**src/rtl/audio_bridge_pkg.sv**
```systemverilog
// Shared register map, field positions and helpers for the audio output bridge.
package audio_bridge_pkg;

    // Register offsets within the decoded page (iomem_addr[7:0])
    localparam logic [7:0] REG_DATA   = 8'h00;
    localparam logic [7:0] REG_STATUS = 8'h04;
    localparam logic [7:0] REG_CTRL   = 8'h08;

    // STATUS bit positions
    localparam int unsigned ST_LEVEL_LSB = 0;
    localparam int unsigned ST_LEVEL_W   = 8;
    localparam int unsigned ST_EMPTY     = 8;
    localparam int unsigned ST_FULL      = 9;
    localparam int unsigned ST_UNDER     = 10;
    localparam int unsigned ST_OVER      = 11;
    localparam int unsigned ST_IRQ       = 12;

    // CTRL field positions
    localparam int unsigned CTRL_ENABLE = 0;
    localparam int unsigned CTRL_IRQ_EN = 1;
    localparam int unsigned CTRL_WM_LSB = 8;
    localparam int unsigned CTRL_WM_W   = 8;

    // CTRL register contents
    typedef struct packed {
        logic [CTRL_WM_W-1:0] watermark;
        logic                 irq_en;
        logic                 enable;
    } ctrl_t;

    // FIFO level needs one extra bit so that a completely full FIFO is representable
    function automatic int unsigned level_width(input int unsigned depth);
        return $clog2(depth) + 1;
    endfunction

endpackage

```
**src/rtl/sync_fifo.sv**
```systemverilog
// Single-clock FIFO with flush; pointers carry one extra wrap bit to tell full from empty.
module sync_fifo #(
    parameter int unsigned WIDTH = 32,
    parameter int unsigned DEPTH = 16
) (
    input  logic                     clk,
    input  logic                     resetn,
    input  logic                     push,
    input  logic                     pop,
    input  logic                     flush,
    input  logic [WIDTH-1:0]         wdata,
    output logic [WIDTH-1:0]         rdata,
    output logic [$clog2(DEPTH):0]   level,
    output logic                     empty,
    output logic                     full
);
    localparam int unsigned AW = $clog2(DEPTH);
    localparam int unsigned PW = AW + 1;

    logic [WIDTH-1:0] mem [DEPTH];
    logic [PW-1:0]    wr_ptr_q;
    logic [PW-1:0]    rd_ptr_q;
    logic             do_push;
    logic             do_pop;

    // A push into a full FIFO is only taken when a pop frees the slot in the same cycle
    assign do_pop  = pop & ~empty;
    assign do_push = push & (~full | do_pop);

    assign level = wr_ptr_q - rd_ptr_q;
    assign empty = (wr_ptr_q == rd_ptr_q);
    assign full  = (wr_ptr_q[AW] != rd_ptr_q[AW]) && (wr_ptr_q[AW-1:0] == rd_ptr_q[AW-1:0]);
    assign rdata = mem[rd_ptr_q[AW-1:0]];

    // Pointer update; flush returns to empty
    always_ff @(posedge clk) begin
        if (!resetn) begin
            wr_ptr_q <= '0;
            rd_ptr_q <= '0;
        end else if (flush) begin
            wr_ptr_q <= '0;
            rd_ptr_q <= '0;
        end else begin
            if (do_push) wr_ptr_q <= wr_ptr_q + PW'(1);
            if (do_pop)  rd_ptr_q <= rd_ptr_q + PW'(1);
        end
    end

    // Storage array, written only on an accepted push
    always_ff @(posedge clk) begin
        if (do_push && !flush) mem[wr_ptr_q[AW-1:0]] <= wdata;
    end

endmodule

```
**src/rtl/audio_out_bridge.sv**
```systemverilog
// Memory-mapped multi-channel audio output bridge: CPU fills a frame FIFO, LR clock drains it.
module audio_out_bridge
    import audio_bridge_pkg::*;
#(
    parameter int unsigned BITSIZE   = 16,
    parameter int unsigned CHANNELS  = 2,
    parameter int unsigned DEPTH     = 16,
    parameter logic [7:0]  ADDR_PAGE = 8'h05
) (
    input  logic                         clk,
    input  logic                         resetn,
    input  logic                         iomem_valid,
    output logic                         iomem_ready,
    input  logic [3:0]                   iomem_wstrb,
    input  logic [31:0]                  iomem_addr,
    input  logic [31:0]                  iomem_wdata,
    output logic [31:0]                  iomem_rdata,
    input  logic                         lrclk,
    output logic [CHANNELS*BITSIZE-1:0]  chan_out,
    output logic                         irq
);
    localparam int unsigned LW  = level_width(DEPTH);
    localparam int unsigned FW  = CHANNELS * BITSIZE;
    localparam int unsigned CIW = (CHANNELS > 1) ? $clog2(CHANNELS) : 1;

    ctrl_t          ctrl_q;
    logic           under_q;
    logic           over_q;
    logic [CIW-1:0] ch_idx_q;
    logic [FW-1:0]  asm_q;
    logic [FW-1:0]  frame;
    logic [FW-1:0]  fifo_head;
    logic [LW-1:0]  fifo_level;
    logic           fifo_empty;
    logic           fifo_full;
    logic           lr_s1_q;
    logic           lr_s2_q;
    logic           lr_prev_q;
    logic           pop_evt;
    logic           page_hit;
    logic           decode;
    logic           wr_en;
    logic           wr_data;
    logic           wr_status;
    logic           wr_ctrl;
    logic           last_slot;
    logic           fifo_push;
    logic           fifo_pop;
    logic           flush;
    logic           under_set;
    logic           over_set;
    logic [31:0]    status_word;
    logic [31:0]    ctrl_word;
    logic [31:0]    rdata_c;
    logic           unused_bits;

    // Decode once per transaction: the ack cycle blocks a second decode of the same request
    assign page_hit  = (iomem_addr[31:24] == ADDR_PAGE);
    assign decode    = iomem_valid & ~iomem_ready & page_hit;
    assign wr_en     = decode & (|iomem_wstrb);
    assign wr_data   = wr_en & (iomem_addr[7:0] == REG_DATA);
    assign wr_status = wr_en & (iomem_addr[7:0] == REG_STATUS);
    assign wr_ctrl   = wr_en & (iomem_addr[7:0] == REG_CTRL);

    // Frame push happens on the write that fills the last channel slot
    assign last_slot = (ch_idx_q == CIW'(CHANNELS - 1));
    assign fifo_push = wr_data & ctrl_q.enable & last_slot;
    assign flush     = wr_ctrl & ctrl_q.enable & ~iomem_wdata[CTRL_ENABLE];

    // LR rising edge, seen through the synchroniser
    assign pop_evt   = lr_s2_q & ~lr_prev_q;
    assign fifo_pop  = pop_evt & ctrl_q.enable & ~fifo_empty & ~flush;
    assign under_set = pop_evt & ctrl_q.enable & fifo_empty;
    assign over_set  = fifo_push & fifo_full & ~fifo_pop;

    assign irq = ctrl_q.enable & ctrl_q.irq_en & (8'(fifo_level) <= ctrl_q.watermark);

    // Address bits outside the page/offset fields and the upper wdata bits are don't-care
    assign unused_bits = ^{iomem_addr[23:8], iomem_wdata, asm_q};

    // Completed frame: earlier slots from the assembly register, last slot straight from the bus
    always_comb begin
        frame = asm_q;
        frame[(CHANNELS-1)*BITSIZE +: BITSIZE] = iomem_wdata[BITSIZE-1:0];
    end

    // Read data mux
    always_comb begin
        status_word = '0;
        status_word[ST_LEVEL_LSB +: ST_LEVEL_W] = 8'(fifo_level);
        status_word[ST_EMPTY] = fifo_empty;
        status_word[ST_FULL]  = fifo_full;
        status_word[ST_UNDER] = under_q;
        status_word[ST_OVER]  = over_q;
        status_word[ST_IRQ]   = irq;
        ctrl_word = '0;
        ctrl_word[CTRL_ENABLE] = ctrl_q.enable;
        ctrl_word[CTRL_IRQ_EN] = ctrl_q.irq_en;
        ctrl_word[CTRL_WM_LSB +: CTRL_WM_W] = ctrl_q.watermark;
        case (iomem_addr[7:0])
            REG_STATUS: rdata_c = status_word;
            REG_CTRL:   rdata_c = ctrl_word;
            default:    rdata_c = '0;
        endcase
    end

    // One-cycle acknowledge with registered read data
    always_ff @(posedge clk) begin
        if (!resetn) begin
            iomem_ready <= 1'b0;
            iomem_rdata <= '0;
        end else begin
            iomem_ready <= decode;
            iomem_rdata <= decode ? rdata_c : '0;
        end
    end

    // CTRL register and sticky error flags; a hardware set beats a same-cycle clear
    always_ff @(posedge clk) begin
        if (!resetn) begin
            ctrl_q  <= '0;
            under_q <= 1'b0;
            over_q  <= 1'b0;
        end else begin
            if (wr_ctrl) begin
                ctrl_q.enable    <= iomem_wdata[CTRL_ENABLE];
                ctrl_q.irq_en    <= iomem_wdata[CTRL_IRQ_EN];
                ctrl_q.watermark <= iomem_wdata[CTRL_WM_LSB +: CTRL_WM_W];
            end
            under_q <= under_set | (under_q & ~(wr_status & iomem_wdata[ST_UNDER]));
            over_q  <= over_set  | (over_q  & ~(wr_status & iomem_wdata[ST_OVER]));
        end
    end

    // Channel assembly slots and slot index
    always_ff @(posedge clk) begin
        if (!resetn) begin
            ch_idx_q <= '0;
            asm_q    <= '0;
        end else if (flush) begin
            ch_idx_q <= '0;
        end else if (wr_data && ctrl_q.enable) begin
            for (int c = 0; c < int'(CHANNELS); c++) begin
                if (ch_idx_q == CIW'(c)) asm_q[c*BITSIZE +: BITSIZE] <= iomem_wdata[BITSIZE-1:0];
            end
            ch_idx_q <= last_slot ? '0 : ch_idx_q + CIW'(1);
        end
    end

    // LR clock synchroniser plus previous-value flop for edge detection
    always_ff @(posedge clk) begin
        if (!resetn) begin
            lr_s1_q   <= 1'b0;
            lr_s2_q   <= 1'b0;
            lr_prev_q <= 1'b0;
        end else begin
            lr_s1_q   <= lrclk;
            lr_s2_q   <= lr_s1_q;
            lr_prev_q <= lr_s2_q;
        end
    end

    // Output frame register: loads on pop, clears on flush, otherwise holds
    always_ff @(posedge clk) begin
        if (!resetn) begin
            chan_out <= '0;
        end else if (flush) begin
            chan_out <= '0;
        end else if (fifo_pop) begin
            chan_out <= fifo_head;
        end
    end

    sync_fifo #(
        .WIDTH (FW),
        .DEPTH (DEPTH)
    ) u_fifo (
        .clk    (clk),
        .resetn (resetn),
        .push   (fifo_push),
        .pop    (fifo_pop),
        .flush  (flush),
        .wdata  (frame),
        .rdata  (fifo_head),
        .level  (fifo_level),
        .empty  (fifo_empty),
        .full   (fifo_full)
    );

endmodule

```
**config.mk**
```make
export PLATFORM = sky130hd
export DESIGN_NAME = audio_out_bridge
export DESIGN_NICKNAME = d
export VERILOG_FILES = /design/src/rtl/audio_bridge_pkg.sv /design/src/rtl/sync_fifo.sv /design/src/rtl/audio_out_bridge.sv
export SDC_FILE = /design/constraint.sdc
export NUM_CORES = 1
export LEC_CHECK = 0
export ABC_AREA = 0
export CAP_MARGIN = 20
export CORE_ASPECT_RATIO = 0.5
export CORE_MARGIN = 2
export CORE_UTILIZATION = 59
export CTS_CLUSTER_SIZE = 8
export DETAILED_ROUTE_END_ITERATION = 12
export PLACE_DENSITY = 0.79
export SETUP_SLACK_MARGIN = 0.2
export SLEW_MARGIN = 40
export SYNTH_ARGS = -nofsm -noshare
export SYNTH_HDL_FRONTEND = slang
export SYNTH_SLANG_ARGS = --single-unit
```
**constraint.sdc**
```tcl
create_clock -name clk -period 7.1 [get_ports clk]
set_input_delay 1.065 -clock clk [delete_from_list [all_inputs] [get_ports clk]]
set_output_delay 1.065 -clock clk [all_outputs]
set_load 0.01 [all_outputs]
```
==> run summary, run 1 <==
Num CTS Buffers = 84
Vias in the first global route = 12900
Hold WC Path Type = reg2reg
Post-Syn Instances = 1203
Hold Path End = chan_out[26]
Die Ht = 143 microns
1st-iter DRT viols = 1675
Hold Path Cell Cnt = 2
Core ar. = 37800 sq um
Reg clk slew, reported paths = 50 ps
Per-cell routed wire length = 28.2 microns
Fin nets = 1423
Post-CTS Resized = 0
Clk_skew = 35.5 ps
EDFF count, synth = 512
Final setup vio count = 0
Initial antenna violation count = 1
Port Buffers = 86
Yosys warnings = 0
Final Hold Fails = 0
Power density over the cells = 280 nW/um^2
GRT Total Usage = 0.278
Ports = 138
Worst r2r path cells = 7
Largest net degree at the start of global routing = 80
Reg-to-reg endpoint = u_fifo.mem[0][0]
CP Capture Type = output port
GRT Residual Overflow = 0
Worst endpoint required time = 6030 ps
Reg2reg start = u_fifo.rd_ptr_q[2]
CTS root buf = clkbuf_16
Final setup TNS = 0 ps
Average cell area after synthesis = 19.1 sq um
Final hold slack = 454 ps
Num rows = 50
Wirelength, routed = 54400 microns
Starting Density = 0.606
Bufs on Longest Clock Path = 3
Design Power = 7.58 mW
Die area = 40500 sq um
Via density = 6.48
CTS Sinks = 600
Vias = 12500
Critical Path Start Type = flop
Crit path kind = reg2out
CTS tree = yes
Synthesis-to-finish area growth = 18.1%
Sequential area share after synthesis = 0.748
R2r setup slk = 3320 ps
Hold bufs inserted after CTS = 0
H-tree depth = 3
Share of layout cells above drive strength 1 = 0.199
Final HPWL DP = 28100 microns
Final Max Slew Viols = 0
First-pass GRT wire length = 81000 microns
Final core occ = 0.715
Chip Width = 283 microns
Leak pwr = 7.93 nW
VDD IR max = 0.000173 V
Primary FF master, synth = edfxtp_1
Post-synthesis cell type count = 51
DR DRC count = 0
DRT Pass-1 Iters = 5
Least-Margin Pin Slew = 878 ps
Critical path arrival = 4090 ps
CP max FO = 27
Synth async-reset ratio = 0
Post-CTS Setup Inserts = 0
Fmax = 0.194 GHz
Max-cap violations = 0
Hold Crit Start = chan_out[26]
Minimum clock period = 5160 ps
Clk_lat worst skew = 620 ps
Outcome = complete, no violations
Yosys reg bits = 600
RSZ-0062 raised after global routing = no
Final period utilization = 0.727
Relative slew slack = 0.415
Detail Route Antenna Nets = 0
Mapped cell area = 22900 sq um
GPL Wtd Cong = 0.814
state kept, by name, summed over array words and instances, names as in the netlist:
name,cells
u_fifo.rd_ptr_q,5
ch_idx_q,1
ctrl_q,10
iomem_rdata,13
lr_s1_q,1
asm_q,16
iomem_ready,1
chan_out,32
lr_prev_q,1
u_fifo.mem,512
under_q,1
lr_s2_q,1
u_fifo.wr_ptr_q,5
over_q,1
routing by layer:
layer	global-route usage	share of wire
met1	0.378	0.38
met2	0.449	0.49
met3	0.0668	0.10
met4	0.0994	0.030
met5	0	0
area by class of cell:
cell class	count	area, sq um
Clock buffer	149	2350
Inverter	16	60.1
Antenna cell	1	2.50
Clock inverter	7	101
Fill cell	2056	10800
Timing Repair Buffer	111	1210
Tap cell	520	651
Multi-Input combinational cell	523	5540
Sequential cell	600	17100
metrics by stage:
step	setup WS, ps	area (sq um)	instances
global route	1740	27100	1927
CTS	1940	27000	1925
detailed placement	2420	24600	1769
floorplan	1040	23000	1221
global placement	2310	24300	1757
finish	1940	27100	1927
cell usage in the layout (no fill, tap or decap), types with 14 or more instances in the layout:
cell	instances
mux4_2	128
ha_1	14
nor2_1	14
a21oi_1	42
nand3_1	21
dfxtp_1	86
clkbuf_16	84
clkbuf_1	65
conb_1	19
clkdlybuf4s50_1	85
edfxtp_1	512
nand2_1	57
inv_1	15
o21ai_0	47
a22o_1	69
report_power, final:
part	total [mW]	leakage [nW]	internal [mW]	switching, mW
registers	3.80	4.85	3.80	0.000179
clock network	3.71	1.16	2.23	1.48
logic	0.0718	1.92	0.0235	0.0484
total	7.58	7.93	6.06	1.53
kinds of logic after synthesis:
kind of cell / after synthesis / synth area share
xor gates and xnor gates: 9 / 0.00344
AOI/OAI and AO/OA: 180 / 0.0528
buffers and inverters: 98 / 0.0198
other: 1 / 0.000164
adders and majority gates: 15 / 0.00852
and+or+nand+nor: 162 / 0.0375
muxes: 138 / 0.130
DFF: 600 / 0.748
critical path, cell delays in order (launching register included):
cell	delay [ps]
dfxtp_4	730
ha_1	240
inv_1	70
fa_1	410
a21o_1	180
a21oi_1	180
xnor2_1	110
ha_1	330
nand3_1	80
o21a_1	190
a21o_1	170
a31oi_1	200
clkdlybuf4s50_1	580
worst max path at each step:
| stage | endpoint | slack [ps] | start |
|---|---|---|---|
| global route | irq | 1740 | u_fifo.rd_ptr_q[0] |
| detailed placement | u_fifo.mem[5][1] | 2420 | iomem_wdata[0] |
| CTS | irq | 1940 | u_fifo.rd_ptr_q[0] |
| finish | irq | 1940 | u_fifo.rd_ptr_q[0] |
| floorplan | u_fifo.mem[7][0] | 1040 | u_fifo.rd_ptr_q[1] |
| global placement | irq | 2310 | u_fifo.rd_ptr_q[0] |
cell usage after synthesis (2+ instances only):
cell type    n  area, sq um
a22o_1      69          604
nand2_1     57          214
edfxtp_1   512        15400
ha_1        14          175
xor2_1       2         17.5
nor2b_1     11         68.8
and2_1      23          144
buf_1        5         18.8
mux4_2     128         2880
nand4_1      4         25.0
nand2b_1     2         12.5
buf_2       11         55.1
xnor2_1      7         61.3
nor2_1      19         71.3
buf_4       19          143
or3_1        4         25.0
nor4_1       4         25.0
a21o_1       3         22.5
o31ai_1      3         22.5
dfxtp_1     88         1760
o21ai_1      6         30.0
a21oi_1     42          210
o21ai_0     47          235
mux2i_1     10          100
nand3_1     21          105
nor3_1       5         25.0
a31oi_1      2         12.5
clkbuf_1    47          176
or4_1        2         15.0
inv_1       15         56.3
No activity file was read; power rests on OpenSTA's default activity.
==> inputs of run 2 (changes only) <==
Settings changed: CORE_UTILIZATION 59 to 53, PLACE_DENSITY 0.79 to 0.75.
Clock period 7.1 ns to 4.5 ns, I/O delays scaled along.
==> run 2 against run 1 <==
Against the previous run: sequential cell count unchanged; sequential power up 58%; non-clock buffer count is 12 higher; critical path depth up 1; first-iteration DRC count down 15%; final area increased by 0.73%; worst setup slack lost 1500 ps; global-route usage decreased by 4.0 points; critical path type unchanged; largest power group unchanged.
==> run summary, run 2 (synthesized netlist as in run 1, its figures left out) <==
RSZ-0062 raised after global routing = no
Crit path kind = reg2out
Fmax = 0.249 GHz
DR DRC count = 0
Initial antenna violation count = 1
Critical path arrival = 3340 ps
VDD IR max = 0.000297 V
Fin cells = 1993
Port Buffers = 86
Reg clk slew, reported paths = 60 ps
Placed cells = 1839
First-pass GRT wire length = 78400 microns
H-tree depth = 3
Final core occ = 0.644
Chip Width = 298 microns
Clk_skew = 23.6 ps
GRT Max-Usage Layer = met2
Least-Margin Pin Slew = 857 ps
Bufs on Longest Clock Path = 3
Fin nets = 1435
1st-iter DRT viols = 1428
Worst r2r path cells = 8
Relative slew slack = 0.427
N_diodes = 0
M1 GR Usage = 0.318
Placement Setup Slack = 695 ps
Max FFs per register = 512
Vias = 12200
GRT Residual Overflow = 0
Hold Path Cell Cnt = 1
Minimum clock period = 4010 ps
Area of the multi-input gates = 5540 sq um
DRT Pass-1 Iters = 5
Wirelength, routed = 52600 microns
CTS Sinks = 600
FF+latch area = 17100 sq um
Met3 track utilization from global routing = 0.0468
Reg-to-reg endpoint = u_fifo.mem[1][3]
Final setup vio count = 0
CP Capture Type = output port
Max-cap violations = 0
Per-cell routed wire length = 26.4 microns
Final HPWL DP = 28100 microns
Hold Path End = lr_s2_q
Via density = 6.14
Num rows = 53
Power density over the cells = 438 nW/um^2
Leak pwr = 7.99 nW
Largest net degree at the start of global routing = 73
CTS root buf = clkbuf_16
Most frequent cells in the layout = 512 x edfxtp_1, 128 x mux4_2, 86 x clkbuf_16
Num CTS Buffers = 84
GRT Total Usage = 0.239
Filler cells = 2692
GPL Wtd Cong = 0.830
Final setup TNS = 0 ps
Leading cell type in the layout, fill and taps excluded = edfxtp_1
Final Hold Fails = 0
Final Max Slew Viols = 0
Final period utilization = 0.892
Die area = 45000 sq um
Worst endpoint required time = 3830 ps
Die Ht = 151 microns
CP max FO = 5
Post-CTS Setup Inserts = 0
Clk_lat worst skew = 600 ps
Routing usage on met2 = 0.400
Final hold slack = 432 ps
Vias in the first global route = 12800
Reg2reg start = u_fifo.rd_ptr_q[3]
CTS tree = yes
Hold WC Path Type = reg2reg
R2r setup slk = 1110 ps
Starting Density = 0.542
Post-route setup slack = 485 ps
Core ar. = 42300 sq um
Ports = 138
Hold bufs inserted after CTS = 0
Hold Crit Start = lr_s1_q
Detail Route Antenna Nets = 0
Critical Path Start Type = flop
Outcome = complete, no violations
Share of layout cells above drive strength 1 = 0.209
Synthesis-to-finish area growth = 18.9%
## run 2: changes by cell type in the layout (fill, tap and decap cells not counted), moves of 2 or more
cell / previous run / this run
inv_6: 4 / 2
and2_4: 11 / 0
buf_16: 5 / 0
clkbuf_16: 84 / 86
buf_4: 11 / 14
clkdlybuf4s50_1: 85 / 83
and2_2: 3 / 14
buf_6: 3 / 5
buf_12: 1 / 13
buf_2: 0 / 2
## run 2: layout make-up
type	count	area share
inverter	16	0.00220
sequential	600	0.629
timing repair buffer	123	0.0493
multi-input combinational	523	0.203
tap	577	0.0265
clock buffer	150	0.0878
clock inverter	4	0.00197
## run 2: repair_timing
item                                    CTS  global route
pin swaps                                 0             0
endpoints found under the setup margin    1             1
gates resized for setup                   1             5
## run 2: how the worst max path moves through the flow
stage / cells after the start / startpoint / endpoint
2_1_floorplan: 9 / u_fifo.rd_ptr_q[1] / u_fifo.mem[15][0]
3_3_place_gp: 13 / u_fifo.wr_ptr_q[0] / irq
3_5_place_dp: 13 / u_fifo.wr_ptr_q[0] / irq
4_1_cts: 13 / u_fifo.wr_ptr_q[0] / irq
5_1_grt: 13 / u_fifo.wr_ptr_q[0] / irq
6_report: 13 / u_fifo.wr_ptr_q[0] / irq
## run 2: per-stage QoR
stage	instance area (sq um)	power, mW
detailed placement	24800	6.21
global route	27300	12.2
global placement	24700	6.21
finish	27300	11.9
CTS	27200	12.0
floorplan	23000	6.14
## run 2: per-layer routing
metal	vias to the layer above	wire [microns]
met2	612	26100
met4	0	1260
met1	6382	20900
li1	5148	-
met3	92	4350
met5	-	0
## run 2: worst max-delay path, stage by stage, from the launching register on
cell,delay [ps]
dfxtp_1,350
inv_2,120
ha_1,160
inv_1,80
fa_1,410
a21o_1,180
a21oi_1,170
xnor2_1,120
ha_1,340
nand3_1,80
o21a_1,200
a21o_1,190
a31oi_2,180
clkbuf_2,170
## run 2: power breakdown
part	leakage, nW	switching (mW)	internal [mW]	total [mW]
registers	4.85	0.000377	6.00	6.00
clock network	1.16	2.26	3.57	5.83
logic	1.98	0.0744	0.0375	0.112
